### src/rtl/address_generator_if.sv
// Control/strobe bundle between a sample-rate controller and the address generator.
// master drives configuration and frequency loads; slave returns read strobes and addresses.
interface address_generator_if #(
  parameter int unsigned ACC_W = 24,
  parameter int unsigned DIV_W = 16,
  parameter int unsigned AW    = 5
);
  logic             enable;
  logic [DIV_W-1:0] div;
  logic [ACC_W-1:0] freq_word;
  logic             freq_load;
  logic             freq_busy;
  logic             read;
  logic [AW-1:0]    address;
  logic             wrap;

  modport master (
    output enable, div, freq_word, freq_load,
    input  freq_busy, read, address, wrap
  );

  modport slave (
    input  enable, div, freq_word, freq_load,
    output freq_busy, read, address, wrap
  );
endinterface

### src/rtl/address_generator.sv
// DDS-style waveform table address generator: prescaled phase accumulator with pending/active frequency words.
// Define ADDR_GEN_WRAP_SYNC_EN to defer frequency changes to start edges and accumulator wraps.
module address_generator #(
  parameter int unsigned N     = 32,
  parameter int unsigned ACC_W = 24,
  parameter int unsigned DIV_W = 16
) (
  input  logic                clk,
  input  logic                rst_n,
  address_generator_if.slave  bus_if
);

  function automatic int unsigned clogb2(input int unsigned value);
    int unsigned r;
    int unsigned x;
    r = 0;
    x = value - 1;
    while (x > 0) begin
      r = r + 1;
      x = x >> 1;
    end
    return r;
  endfunction

  localparam int unsigned AW = clogb2(N);

  typedef enum logic {S_IDLE, S_RUN} state_t;

  state_t           r_state,   w_state_nxt;
  logic [ACC_W-1:0] r_phase,   w_phase_nxt;
  logic [DIV_W-1:0] r_presc,   w_presc_nxt;
  logic [ACC_W-1:0] r_active,  w_active_nxt;
  logic [ACC_W-1:0] r_pending, w_pending_nxt;
  logic             r_busy,    w_busy_nxt;
  logic             r_read,    w_read_nxt;
  logic [AW-1:0]    r_addr,    w_addr_nxt;
  logic             r_wrap,    w_wrap_nxt;
  logic [ACC_W:0]   w_sum;
  logic             w_apply;

  always_ff @(posedge clk or negedge rst_n) begin
    if (!rst_n) begin
      r_state   <= S_IDLE;
      r_phase   <= '0;
      r_presc   <= '0;
      r_active  <= '0;
      r_pending <= '0;
      r_busy    <= 1'b0;
      r_read    <= 1'b0;
      r_addr    <= '0;
      r_wrap    <= 1'b0;
    end else begin
      r_state   <= w_state_nxt;
      r_phase   <= w_phase_nxt;
      r_presc   <= w_presc_nxt;
      r_active  <= w_active_nxt;
      r_pending <= w_pending_nxt;
      r_busy    <= w_busy_nxt;
      r_read    <= w_read_nxt;
      r_addr    <= w_addr_nxt;
      r_wrap    <= w_wrap_nxt;
    end
  end

  always_comb begin
    w_state_nxt   = r_state;
    w_phase_nxt   = r_phase;
    w_presc_nxt   = r_presc;
    w_active_nxt  = r_active;
    w_pending_nxt = r_pending;
    w_busy_nxt    = r_busy;
    w_read_nxt    = 1'b0;
    w_wrap_nxt    = 1'b0;
    w_addr_nxt    = r_addr;
    w_apply       = 1'b0;
    w_sum         = {1'b0, r_phase} + {1'b0, r_active};

    case (r_state)
      S_IDLE: begin
        if (bus_if.enable) begin
          w_state_nxt = S_RUN;
          w_phase_nxt = '0;
          w_presc_nxt = '0;
          w_read_nxt  = 1'b1;
          w_addr_nxt  = '0;
          w_wrap_nxt  = 1'b1;
          w_apply     = 1'b1;
        end
      end
      S_RUN: begin
        if (!bus_if.enable) begin
          w_state_nxt = S_IDLE;
        end else if (r_presc == bus_if.div) begin
          // Tick: advance with the active word as it stood before this edge
          w_presc_nxt = '0;
          w_phase_nxt = w_sum[ACC_W-1:0];
          w_read_nxt  = 1'b1;
          w_addr_nxt  = w_sum[ACC_W-1 -: AW];
          w_wrap_nxt  = w_sum[ACC_W];
`ifdef ADDR_GEN_WRAP_SYNC_EN
          w_apply     = w_sum[ACC_W];
`else
          w_apply     = 1'b1;
`endif
        end else begin
          // Free-running count; a div lowered below the count wraps through all-ones
          w_presc_nxt = r_presc + DIV_W'(1);
        end
      end
      default: w_state_nxt = S_IDLE;
    endcase

    if (w_apply && r_busy) begin
      w_active_nxt = r_pending;
      w_busy_nxt   = 1'b0;
    end

    // A load on the apply edge refills pending after the old value moved to active
    if (bus_if.freq_load) begin
      w_pending_nxt = bus_if.freq_word;
      w_busy_nxt    = 1'b1;
    end
  end

  assign bus_if.freq_busy = r_busy;
  assign bus_if.read      = r_read;
  assign bus_if.address   = r_addr;
  assign bus_if.wrap      = r_wrap;

endmodule

### src/flat_wrapper.sv
// flat-port wrapper written by rule: the top's interface ports become plain ports
module address_generator_flat 
#(
  parameter int unsigned N     = 32,
  parameter int unsigned ACC_W = 24,
  parameter int unsigned DIV_W = 16
)
  (clk, rst_n, bus_if_enable, bus_if_div, bus_if_freq_word, bus_if_freq_load, bus_if_freq_busy, bus_if_read, bus_if_address, bus_if_wrap);
  address_generator_if #(.ACC_W(ACC_W), .DIV_W(DIV_W), .AW((5))) bus_if_i ();
  input  logic clk;
  input  logic rst_n;
  input wire logic [$bits(bus_if_i.enable)-1:0] bus_if_enable;
  input wire logic [$bits(bus_if_i.div)-1:0] bus_if_div;
  input wire logic [$bits(bus_if_i.freq_word)-1:0] bus_if_freq_word;
  input wire logic [$bits(bus_if_i.freq_load)-1:0] bus_if_freq_load;
  output wire logic [$bits(bus_if_i.freq_busy)-1:0] bus_if_freq_busy;
  output wire logic [$bits(bus_if_i.read)-1:0] bus_if_read;
  output wire logic [$bits(bus_if_i.address)-1:0] bus_if_address;
  output wire logic [$bits(bus_if_i.wrap)-1:0] bus_if_wrap;
  assign bus_if_i.enable = bus_if_enable;
  assign bus_if_i.div = bus_if_div;
  assign bus_if_i.freq_word = bus_if_freq_word;
  assign bus_if_i.freq_load = bus_if_freq_load;
  assign bus_if_freq_busy = bus_if_i.freq_busy;
  assign bus_if_read = bus_if_i.read;
  assign bus_if_address = bus_if_i.address;
  assign bus_if_wrap = bus_if_i.wrap;
  address_generator #(.N(N), .ACC_W(ACC_W), .DIV_W(DIV_W)) u_core (.clk(clk), .rst_n(rst_n), .bus_if(bus_if_i));
endmodule
### config.mk
export PLATFORM = sky130hd
export DESIGN_NAME = address_generator_flat
export DESIGN_NICKNAME = d
export VERILOG_FILES = /design/src/rtl/address_generator_if.sv /design/src/rtl/address_generator.sv /design/src/flat_wrapper.sv
export SDC_FILE = /design/constraint.sdc
export NUM_CORES = 1
export LEC_CHECK = 0
export BUFFER_PORTS_ARGS = -buffer_cell sky130_fd_sc_hd__buf_2
export CAP_MARGIN = 25
export CORE_MARGIN = 2
export CORE_UTILIZATION = 50
export DETAILED_ROUTE_END_ITERATION = 10
export PLACE_DENSITY = 0.74
export SYNTH_ARGS = -nofsm -noshare
export SYNTH_HDL_FRONTEND = slang
export SYNTH_SLANG_ARGS = --single-unit
export TNS_END_PERCENT = 20
### constraint.sdc
create_clock -name clk -period 7.6 [get_ports clk]
set_input_delay 0.38 -clock clk [delete_from_list [all_inputs] [get_ports clk]]
set_output_delay 0.38 -clock clk [all_outputs]
set_load 0.005 [all_outputs]
==> impl_results.md <==
* Vias after detailed routing at 3809
* Max Fclk at 307 MHz
* Core ar. at 10200 µm²
* Period minus WS final at 3.26 ns
* Num CTS Buffers at 9
* Max Clock Skew at ~0.011 ns
* Root Driver: clkbuf_8
* Worst hold path type: in2reg
* Die area at 11200 µm²
* Internal at between 0.9 and 1 mW
* Fin. max-slew vios at 0
* Max transition margin at 45.4%
* Setup violators final at 0
* Period utilization at 42.8%
* GP Congestion at 0.888
* Placed cell area at ~5500 µm²
* Num ports at between 50 and 60
* Netlist cell types at 59
* Clk pin slew, worst setup/hold paths at 0.09 ns
* Fraction of layout cells with a size suffix above 1 at 23.9%
* Vias in the first global route at 3700
* Clock Power Share at 22.5%
* Vias per cell at 5.82
* R2R Setup Slk at 4.34 ns
* Final setup TNS at 0 ns
* Switch share at 35.5%
* Detail Placement HPWL at 7.87 mm
* Status: complete, no violations
* Cell Area, Synth at approximately 5200 µm²
* Leak Pwr at around 2.7 nW
* Seq pwr share at 41.7%
* Synth Flop Type: dfrtp_1
* H-Tree Depth at 3
* RSZ-0062 raised after global routing: no
* Final ANT Viol Nets at 0
* Critical Path Sink: u_core.r_active[9]$_DFFE_PN0P_
* Initial Util at 50.7%
* Area Growth Syn to Fin at 9.90%
* Max clock buf depth at 2
* Ys async rst share at between 90% and 100%
* Top cells by area, synth: dfrtp_1 (45%), mux2_2 (6.3%), ha_1 (6.1%)
* Setup WS pre-CTS at between 4 and 5 ns
* DIE HEIGHT at between 100 and 150 µm
* Fin worst setup slack at ~4.3 ns
* Seq/Total Area, Yosys at 44.6%
* Power after layout at 1.47 mW
* Switching pwr at 0.523 mW
* Top cell type's share of synthesized area at between 40% and 50%
* End of the worst register-to-register path: u_core.r_active[9]$_DFFE_PN0P_
* Finished Cell Area at 5680 µm²
* Critical path fanouts, max at 38
* Synth Area per Inst at between 10 and 15 µm²
* 1st-iter DRT viols at slightly above 200
* Critical path startpoint: u_core.r_presc[6]$_DFFE_PN0P_
* Fin util at 55.8%
* Logic gate share of total power at 35.8%
* Critical path arrival at 3.52 ns
* Max_cap viols at 0
* CP endpoint kind: register
* Critical R2R Launch: u_core.r_presc[6]$_DFFE_PN0P_
* Rows at 37
* Congestion Overflow GR at 0
* #FFs+latches synth at 92
* Final nets at 584
* Syn nets at 543
* Final count of hold timing violations at 0
* Die X at 106 µm
* EDFF count, synth at 0
* # port buffers at 51
* CP Class: reg2reg
* Worst-skew pair later-pin latency at between 0.3 and 0.4 ns
* Initial antenna violation count at 0
* Fillers at 949
* Peak supply drop at 151 µV
* DR pass1 iterations at 4
* Worst EP required at 7.86 ns
* Largest net degree at the start of global routing at 56
* # resized after CTS at 0
* CTS tree: built
* DRC viols at 0
* Diodes inserted at 0
* CTS sink cnt at 92
* Commonest non-fill, non-tap cell in the layout: dfrtp_1
* Most frequent cells in the layout: dfrtp_1 (92), buf_2 (50), nand2_1 (40)
* Worst R2R Path Depth at 7
* Crit start category: register
* Yosys warns at 0
* Cell Pwr Density at 259 nW/µm²
* Drt total wl at between 10 and 15 mm
* Gr usage total at approximately a fifth
* Yosys top cell by area: dfrtp_1
* Slew @ Worst Pin at 0.815 ns
* Cell count after synthesis at between 400 and 500
* DR WL/cell at approximately 16 µm
* First-pass GRT wire length at 18.1 mm
-- worst max-delay path, stage by stage (launching register included) --
cell,delay (ns)
dfrtp_1,0.46
xnor2_1,0.21
nand4_1,0.21
o41ai_4,0.58
nand2_2,0.53
inv_2,0.41
nand2_4,0.31
mux2_4,0.39
-- worst min-delay path by stage --
stage	cells past startpoint	slack, ns	endpoint	from
after detailed placement	1	0.38	u_core.r_active[12]$_DFFE_PN0P_	rst_n
after global placement	1	0.38	u_core.r_pending[12]$_DFFE_PN0P_	rst_n
after CTS	2	0.22	u_core.r_pending[1]$_DFFE_PN0P_	bus_if_freq_word[1]
after floorplan	0	0.08	u_core.bus_if.freq_busy$_DFFE_PN0P_	rst_n
after global routing	2	0.22	u_core.r_pending[11]$_DFFE_PN0P_	bus_if_freq_word[11]
final	2	0.22	u_core.r_pending[1]$_DFFE_PN0P_	bus_if_freq_word[1]
-- power by group through the flow --
stage | clock network (mW) | registers [mW] | logic (mW)
global placement | 0 | 0.621 | 0.506
finish | 0.331 | 0.614 | 0.528
CTS | 0.339 | 0.615 | 0.527
floorplan | 0 | 0.605 | 0.417
global route | 0.361 | 0.626 | 0.588
detailed placement | 0 | 0.624 | 0.523
-- cells by family after synthesis --
group                      after synthesis  share of synthesized area, %
muxes                                   51                          12.5
adders and majority gates               26                          6.44
and+or+nand+nor                        127                          12.5
xor gates and xnor gates                36                          6.10
buffers and inverters                   31                          3.00
AOI/OAI and AO/OA                      110                          14.9
DFF                                     92                          44.6
-- registers in the layout, summed over array words and instances, names as in the netlist --
name	count
u_core.bus_if.freq_busy	1
u_core.r_pending	24
u_core.bus_if.wrap	1
u_core.r_phase	24
u_core.r_presc	16
u_core.r_state	1
u_core.r_active	24
u_core.bus_if.read	1
-- final cells by class --
type	instances	area [µm²]	area share [%]
inverter	8	30.0	0.529
clock inverter	6	63.8	1.12
sequential	92	2300	40.5
multi-input combinational	350	2710	47.7
timing repair buffer	53	275	4.85
clock buffer	10	128	2.25
tap	136	170	3.00
-- synthesized netlist by cell type (5+ instances only) --
cell type,count
a21o_1,13
a21oi_1,24
a32o_1,7
and4_1,6
buf_4,5
clkbuf_1,11
dfrtp_1,92
ha_1,25
inv_1,6
mux2_2,29
mux2_4,20
nand2_1,40
nand3_1,18
nand4_1,12
nor2_1,18
o21ai_0,23
o31ai_1,13
or3_1,8
xnor2_1,23
xor2_1,13
-- per-layer routing --
| layer | GRT usage, % | share of wire [%] |
|---|---|---|
| met1 | 28.4 | 48 |
| met2 | 31.3 | 46 |
| met3 | 4.89 | 4.4 |
| met4 | 6.48 | 1.9 |
| met5 | 0 | 0 |
-- timing repair --
| action | in CTS | in global routing |
|---|---|---|
| buffers inserted | 0 | 0 |
| hold buffers | 1 | 0 |
| hold endpoints to repair | 37 | 0 |
-- per-stage QoR --
stage                     std cells  hold WS [ns]
final                           655         0.224
after detailed placement        638         0.378
after global routing            655         0.220
after CTS                       655         0.217
after floorplan                 473        0.0844
after global placement          638         0.378
(Power assumes the default switching activity.)
